**config.mk**
```make
export PLATFORM = sky130hd
export DESIGN_NAME = issue_queue
export DESIGN_NICKNAME = d
export VERILOG_FILES = /design/src/rtl/pipeline_pkg.sv /design/src/rtl/issue_scoreboard.sv /design/src/rtl/issue_queue.sv
export SDC_FILE = /design/constraint.sdc
export NUM_CORES = 1
export LEC_CHECK = 0
export CORE_UTILIZATION = 40
export CTS_CLUSTER_DIAMETER = 50
export DETAILED_ROUTE_END_ITERATION = 6
export SETUP_SLACK_MARGIN = 0.05
export SLEW_MARGIN = 30
export SYNTH_ARGS = -nofsm -noshare
export SYNTH_HDL_FRONTEND = slang
export SYNTH_SLANG_ARGS = --single-unit
```
**constraint.sdc**
```tcl
create_clock -name clk -period 8.3 [get_ports clk]
set_input_delay 2.49 -clock clk [delete_from_list [all_inputs] [get_ports clk]]
set_output_delay 2.49 -clock clk [all_outputs]
set_load 0.1 [all_outputs]
```
**src/rtl/pipeline_pkg.sv**
```systemverilog
// Shared pipeline package: decoded-instruction record, register-address width
// and the per-instruction classification helpers used by the issue stage.
package pipeline;

   localparam int REG_W    = 5;
   localparam int NUM_REGS = 32;

   typedef logic [REG_W-1:0] reg_t;

   typedef struct packed {
      logic [31:0]           pc;
      reg_t                  w_reg;
      logic [1:0][REG_W-1:0] r_reg;
      logic                  need_csr;
      logic                  invalid_inst;
      logic                  need_mul;
      logic                  need_div;
      logic                  need_bpu;
      logic                  need_lsu;
      logic                  mem_write;
      logic                  mem_cacop;
   } inst_t;

   // One-hot register bit; register 0 maps to an empty mask so it never conflicts.
   function automatic logic [NUM_REGS-1:0] reg_mask(input reg_t r);
      logic [NUM_REGS-1:0] m;
      m    = {NUM_REGS{1'b0}};
      m[r] = (r != {REG_W{1'b0}});
      return m;
   endfunction

   function automatic logic [NUM_REGS-1:0] uses_mask(input inst_t i);
      return reg_mask(i.w_reg) | reg_mask(i.r_reg[0]) | reg_mask(i.r_reg[1]);
   endfunction

   function automatic logic is_long_lat(input inst_t i);
      logic is_load;
      is_load = i.need_lsu && !i.mem_write && !i.mem_cacop;
      return (is_load || i.need_mul || i.need_div) && (i.w_reg != {REG_W{1'b0}});
   endfunction

   function automatic logic is_serial(input inst_t i);
      return i.need_csr || i.invalid_inst;
   endfunction

   function automatic logic is_lsu_excl(input inst_t i);
      return i.mem_write || i.mem_cacop;
   endfunction

   // Conflict between an older group member and a younger one.
   function automatic logic pair_conflict(input inst_t o, input inst_t y);
      logic data_c;
      logic unit_c;
      logic lsu_c;
      data_c = (reg_mask(o.w_reg) & uses_mask(y)) != {NUM_REGS{1'b0}};
      unit_c = (o.need_mul && y.need_mul) || (o.need_div && y.need_div) ||
               (o.need_bpu && y.need_bpu);
      lsu_c  = (is_lsu_excl(o) && y.need_lsu) || (is_lsu_excl(y) && o.need_lsu);
      return data_c || unit_c || lsu_c;
   endfunction

   function automatic logic sb_blocked(input inst_t i, input logic [NUM_REGS-1:0] pend);
      return (uses_mask(i) & pend) != {NUM_REGS{1'b0}};
   endfunction

endpackage

```
**src/rtl/issue_scoreboard.sv**
```systemverilog
// Pending-writeback scoreboard for long-latency producers. Exposes the
// effective pending vector (stored bits minus same-cycle writebacks).
module issue_scoreboard
   import pipeline::*;
#(
   parameter int ISSUE_WIDTH = 2,
   parameter int WB_PORTS    = 2
) (
   input  logic                              clk,
   input  logic                              rst_n,
   input  logic                              flush,
   input  logic [ISSUE_WIDTH-1:0]            set_valid,
   input  logic [ISSUE_WIDTH-1:0][REG_W-1:0] set_reg,
   input  logic [WB_PORTS-1:0]               wb_valid,
   input  logic [WB_PORTS-1:0][REG_W-1:0]    wb_reg,
   output logic [NUM_REGS-1:0]               pending
);

   logic [NUM_REGS-1:0] pend_r;
   logic [NUM_REGS-1:0] set_s;
   logic [NUM_REGS-1:0] clr_s;

   always_comb begin
      set_s = {NUM_REGS{1'b0}};
      clr_s = {NUM_REGS{1'b0}};
      for (int k = 0; k < ISSUE_WIDTH; k++) begin
         set_s = set_s | (set_valid[k] ? reg_mask(set_reg[k]) : {NUM_REGS{1'b0}});
      end
      for (int p = 0; p < WB_PORTS; p++) begin
         clr_s = clr_s | (wb_valid[p] ? reg_mask(wb_reg[p]) : {NUM_REGS{1'b0}});
      end
   end

   assign pending = pend_r & ~clr_s;

   // Set is applied after clear: a new producer supersedes the one writing back.
   always_ff @(posedge clk or negedge rst_n) begin
      if (!rst_n) begin
         pend_r <= {NUM_REGS{1'b0}};
      end else if (flush) begin
         pend_r <= {NUM_REGS{1'b0}};
      end else begin
         pend_r <= (pend_r & ~clr_s) | set_s;
      end
   end

endmodule

```
**src/rtl/issue_queue.sv**
```systemverilog
// In-order multi-issue queue between decode and execute. Define
// ISSUE_SCOREBOARD_EN to add the long-latency RAW/WAW scoreboard.
module issue_queue
   import pipeline::*;
#(
   parameter int ISSUE_WIDTH = 2,
   parameter int BUF_DEPTH   = 8,
   parameter int WB_PORTS    = 2
) (
   input  logic                           clk,
   input  logic                           rst_n,
   input  logic                           flush_i,
   input  inst_t                          inst_i [ISSUE_WIDTH],
   input  logic [ISSUE_WIDTH-1:0]         d_valid_i,
   output logic                           d_ready_o,
   input  logic                           ex_ready_i,
   output inst_t                          is_inst_o [ISSUE_WIDTH],
   output logic [ISSUE_WIDTH-1:0]         is_o,
   output logic                           ex_valid_o,
   input  logic [WB_PORTS-1:0]            wb_valid_i,
   input  logic [WB_PORTS-1:0][REG_W-1:0] wb_reg_i
);

   localparam int IDX_W = $clog2(BUF_DEPTH);
   localparam int PTR_W = IDX_W + 1;
   localparam int CNT_W = IDX_W + 1;

   logic [PTR_W-1:0]                  head_r;
   logic [PTR_W-1:0]                  tail_r;
   logic [CNT_W-1:0]                  count_r;
   inst_t                             mem_r [BUF_DEPTH];
   inst_t                             cand_s [ISSUE_WIDTH];
   logic [CNT_W-1:0]                  enq_cnt_s;
   logic [CNT_W-1:0]                  iss_cnt_s;
   logic                              enq_en_s;
   logic [ISSUE_WIDTH-1:0]            iss_s;
   logic [ISSUE_WIDTH-1:0]            set_valid_s;
   logic [ISSUE_WIDTH-1:0][REG_W-1:0] set_reg_s;
   logic [NUM_REGS-1:0]               pend_eff_s;

   assign d_ready_o  = (count_r <= CNT_W'(BUF_DEPTH - ISSUE_WIDTH));
   assign ex_valid_o = (count_r != {CNT_W{1'b0}});
   assign enq_en_s   = d_ready_o && !flush_i;
   assign is_o       = iss_s;
   assign is_inst_o  = cand_s;

   // Head-relative candidate window; the index wraps naturally at BUF_DEPTH.
   always_comb begin
      for (int k = 0; k < ISSUE_WIDTH; k++) begin
         cand_s[k] = mem_r[head_r[IDX_W-1:0] + IDX_W'(k)];
      end
   end

   always_comb begin
      enq_cnt_s = {CNT_W{1'b0}};
      for (int k = 0; k < ISSUE_WIDTH; k++) begin
         enq_cnt_s = enq_cnt_s + CNT_W'(enq_en_s && d_valid_i[k]);
      end
   end

   // Longest legal in-order prefix: each slot needs every older slot to issue.
   always_comb begin
      logic chain;
      logic ok;
      iss_s       = {ISSUE_WIDTH{1'b0}};
      iss_cnt_s   = {CNT_W{1'b0}};
      set_valid_s = {ISSUE_WIDTH{1'b0}};
      set_reg_s   = {(ISSUE_WIDTH*REG_W){1'b0}};
      chain       = ex_ready_i && !flush_i;
      ok          = 1'b0;
      for (int k = 0; k < ISSUE_WIDTH; k++) begin
         ok = chain && (CNT_W'(k) < count_r) && !sb_blocked(cand_s[k], pend_eff_s) &&
              !((k != 0) && is_serial(cand_s[k]));
         for (int j = 0; j < ISSUE_WIDTH; j++) begin
            ok = ok && !((j < k) && (is_serial(cand_s[j]) || pair_conflict(cand_s[j], cand_s[k])));
         end
         iss_s[k]       = ok;
         chain          = ok;
         iss_cnt_s      = iss_cnt_s + CNT_W'(ok);
         set_valid_s[k] = ok && is_long_lat(cand_s[k]);
         set_reg_s[k]   = cand_s[k].w_reg;
      end
   end

   always_ff @(posedge clk or negedge rst_n) begin
      if (!rst_n) begin
         head_r  <= {PTR_W{1'b0}};
         tail_r  <= {PTR_W{1'b0}};
         count_r <= {CNT_W{1'b0}};
      end else if (flush_i) begin
         head_r  <= {PTR_W{1'b0}};
         tail_r  <= {PTR_W{1'b0}};
         count_r <= {CNT_W{1'b0}};
      end else begin
         head_r  <= head_r + PTR_W'(iss_cnt_s);
         tail_r  <= tail_r + PTR_W'(enq_cnt_s);
         count_r <= count_r + enq_cnt_s - iss_cnt_s;
      end
   end

   always_ff @(posedge clk or negedge rst_n) begin
      if (!rst_n) begin
         for (int e = 0; e < BUF_DEPTH; e++) begin
            mem_r[e] <= '0;
         end
      end else begin
         for (int k = 0; k < ISSUE_WIDTH; k++) begin
            if (enq_en_s && d_valid_i[k]) begin
               mem_r[tail_r[IDX_W-1:0] + IDX_W'(k)] <= inst_i[k];
            end
         end
      end
   end

`ifdef ISSUE_SCOREBOARD_EN
   issue_scoreboard #(
      .ISSUE_WIDTH (ISSUE_WIDTH),
      .WB_PORTS    (WB_PORTS)
   ) u_scoreboard (
      .clk       (clk),
      .rst_n     (rst_n),
      .flush     (flush_i),
      .set_valid (set_valid_s),
      .set_reg   (set_reg_s),
      .wb_valid  (wb_valid_i),
      .wb_reg    (wb_reg_i),
      .pending   (pend_eff_s)
   );
`else
   // Without the scoreboard, long-latency hazards are interlocked downstream.
   logic unused_wb_s;
   assign unused_wb_s = ^{wb_valid_i, wb_reg_i, set_valid_s, set_reg_s};
   assign pend_eff_s  = {NUM_REGS{1'b0}};
`endif

endmodule
```
==> results.tsv <==
stage	metric	value	unit
yosys	async_reset_ff_share	100	%
grt	first_global_vias	23100	
grt	antenna_found_initial	10	
timing	clock.fmax	126	MHz
cts	cts_tree	done	
power_and_ir_drop	power_per_cell_area	432	mW/mm2
die	floorplan.core_area	0.0717	mm2
yosys	post_synth_and_or_nand_nor_area_fraction	9.96	%
place	placement.io_buffers	229	
yosys	ys_seq_elements	450	
yosys	post_synth_fa_ha_maj_area_fraction	0.791	%
critical_path	setup.worst_path.start_class	flop	
grt	grt_use_met3	5.49	%
power_and_ir_drop	design_power_total	14800	uW
cells_and_area	fillerInstances	6515	
cts	worst_skew_pair.late_latency	620	ps
yosys	synth-compound-area-share	9.45	%
yosys	warning_count_from_the_yosys_run	0	
timing	unrepaired_setup_endpoints_after_global_routing	no	
drt	routedWlPerCell	24.8	um
yosys	syn-num-nets	2962	
timing	min_period_over_period	95.5	%
timing	timing.final.setup_violations	0	
drt	totalWireLength	95.1	mm
timing	timing.final.crit_period	7920	ps
yosys	ys_dominant_reg_cell	sky130_fd_sc_hd__dfrtp_1	
critical_path	critical_path_arrival	5430	ps
die	die_w	272	um
run	max_cap_violations	0	
min_path	worst_hold_path.num_cells	2	
yosys	synth.cell_area	0.0291	mm2
drt	routed-via-count	23000	
cts	clock-sinks	450	
yosys	yosysMostFrequentCell	sky130_fd_sc_hd__mux2i_1	
cts	cts_setup_buffers	0	
grt	grt_max_degree	146	
cts	htreeDepth	3	
power_and_ir_drop	max-vdd-ir-drop	0.000416	V
grt	met2_track_usage_gr	41.6	%
timing	fin_worst_skew	28.8	ps
yosys	number_of_enable_flip_flop_cells_after_synthesis	0	
cells_and_area	drive_above_1_share	17.2	%
critical_path	end_kind	primary output	
die	fp-row-count	98	
die	start_util	40.6	%
critical_path	worst-setup-path-type	flop to primary output	
power_and_ir_drop	power.static_leakage	0.0146	uW
cts	clockBufferDepth	3	
yosys	yosys.area.top_type	sky130_fd_sc_hd__dfrtp_1	
timing	max_slew_margin	32.6	%
min_path	worstHoldPathType	flop to flop	
die	io_pins	242	
yosys	synth_common_cells	sky130_fd_sc_hd__mux2i_1, sky130_fd_sc_hd__dfrtp_1, sky130_fd_sc_hd__nand2_1	
place	gp_routability_congestion	0.894	
cells_and_area	fin_nets	2979	
timing	tightest_slew	1010	ps
timing	fin_hold_ws	592	ps
yosys	combinational_family_with_the_most_area_after_synthesis	multiplexers	
critical_path	cp_data_required_time	5810	ps
yosys	post_synth_xor_area_fraction	0.241	%
timing	drv_slew	0	
grt	first_pass_grt_wire_length	145	mm
grt	grt_overflow	0	
drt	drt_iter0_markers	1946	
drt	via_per_inst	5.97	
drt	drc	0	
yosys	synth.lib_cells_used.distinct	61	
timing	hold_viol	0	
grt	busiest_layer	met2	
yosys	postSynthAreaPerCell	10.3	um2
grt	met1_usage	34.4	%
die	design.die.area	0.0739	mm2
cts	clockRootBuffer	sky130_fd_sc_hd__clkbuf_16	
grt	track_usage	25.7	%
run_status	status	finished, final reports clean	
die	die_h	272	um
cts	postCtsHoldBufs	0	
cells_and_area	area_delta_synth_final	17.5	%
yosys	post_synth_main_area_contributors	sky130_fd_sc_hd__dfrtp_1, sky130_fd_sc_hd__mux2i_1, sky130_fd_sc_hd__mux4_2	
drt	drt-pass1-iter-count	6	
timing	tns	0	ps
yosys	mux_contribution_to_synthesized_area	35.6	%
yosys	post_synthesis_cells	2818	
critical_path	reg2reg_depth	21	
yosys	ys_seq_area_share	38.7	%
yosys	yosysTopAreaCellShare	38.7	%
critical_path	worst-path-max-fanout	77	
drt	detail-route-antenna-nets	0	
place	place_hpwl	57.4	mm
cts	cts_resized	0	
cts	cts_inserted_buffers	69	
cts	clkSlewWorstSetupHoldPaths	50	ps
==> per-layer routing <==
layer | wire, um | up-vias
li1 | - | 10200
met1 | 40100 | 11700
met2 | 45300 | 888
met3 | 7180 | 192
met4 | 2490 | 14
met5 | 79 | -
==> per-stage QoR <==
stage               cell area (um2)  setup WS [ps]  cells  utilization, %
floorplan                     29100            611   2818               -
global placement              31800            425   3711            44.3
detailed placement            31800            440   3713            44.3
CTS                           34200            330   3839            47.6
global route                  34200            113   3841            47.7
finish                        34200            378   3842            47.7
==> cell usage in the layout, fill, tap and decap left out, types with 11 or more instances in the layout <==
cell / count
sky130_fd_sc_hd__nor2b_1: 16
sky130_fd_sc_hd__clkinv_2: 11
sky130_fd_sc_hd__nor2_1: 262
sky130_fd_sc_hd__buf_4: 38
sky130_fd_sc_hd__clkbuf_8: 11
sky130_fd_sc_hd__nand2_1: 351
sky130_fd_sc_hd__dfrtp_1: 447
sky130_fd_sc_hd__a21oi_1: 235
sky130_fd_sc_hd__nand3_1: 14
sky130_fd_sc_hd__mux2i_1: 462
sky130_fd_sc_hd__o21ai_0: 226
sky130_fd_sc_hd__inv_1: 19
sky130_fd_sc_hd__clkdlybuf4s50_1: 216
sky130_fd_sc_hd__mux4_2: 202
sky130_fd_sc_hd__ha_1: 11
sky130_fd_sc_hd__o22ai_1: 14
sky130_fd_sc_hd__mux2_2: 87
sky130_fd_sc_hd__nor3_1: 15
sky130_fd_sc_hd__nand2b_1: 11
sky130_fd_sc_hd__clkbuf_16: 70
==> final cells by class <==
type | instances | area, um2 | share of cell area (%)
sequential | 450 | 11300 | 33.0
multi-input combinational | 2013 | 16500 | 48.2
tap | 950 | 1190 | 3.48
antenna | 2 | 5.00 | 0.0146
timing repair buffer | 277 | 2740 | 8.01
clock buffer | 90 | 1940 | 5.66
inverter | 24 | 90.1 | 0.263
clock inverter | 36 | 468 | 1.37
==> path summary, 6_finish.rpt <==
check | startpoint | end | slack, ps
max | head_r[0] | is_o[1] | 380
min | mem_r[232] | mem_r[232] | 590
max reg2reg | head_r[0] | count_r[3] | 2080
min reg2reg | mem_r[232] | mem_r[232] | 590
max in group asynchronous | rst_n | head_r[1] | 5030
min in group asynchronous | rst_n | mem_r[431] | 1890
==> critical path: stages, from the launching register on <==
cell	delay, ps
sky130_fd_sc_hd__dfrtp_4	450
sky130_fd_sc_hd__buf_12	360
sky130_fd_sc_hd__buf_16	420
sky130_fd_sc_hd__buf_4	670
sky130_fd_sc_hd__mux4_2	410
sky130_fd_sc_hd__mux2_2	290
sky130_fd_sc_hd__o21ai_1	80
sky130_fd_sc_hd__nand3_1	170
sky130_fd_sc_hd__nand3b_1	300
sky130_fd_sc_hd__a211oi_2	240
sky130_fd_sc_hd__nand3_1	80
sky130_fd_sc_hd__or4_1	560
sky130_fd_sc_hd__nor4_4	290
sky130_fd_sc_hd__buf_4	200
sky130_fd_sc_hd__buf_12	180
==> registers in the layout, indices dropped and copies added, names as in the netlist <==
signal	cells
tail_r	3
count_r	4
head_r	3
mem_r	440
==> logic make-up (layout without fill, tap and decap cells) <==
kind of cell / after synthesis / after routing
flip-flops: 450 / 450
buffers and inverters: 355 / 427
AO/OA/AOI/OAI: 515 / 515
adder cells (fa/ha/maj): 16 / 16
AND/OR/NAND/NOR: 714 / 714
multiplexers: 760 / 760
XOR/XNOR: 8 / 8
other: 0 / 2
==> where the power goes <==
| group | internal, uW | total (uW) | switching [uW] |
|---|---|---|---|
| logic | 2670 | 8080 | 5400 |
| clock network | 1880 | 3020 | 1140 |
| registers | 3030 | 3680 | 651 |
| total | 7590 | 14800 | 7190 |
(Power assumes the default switching activity.)
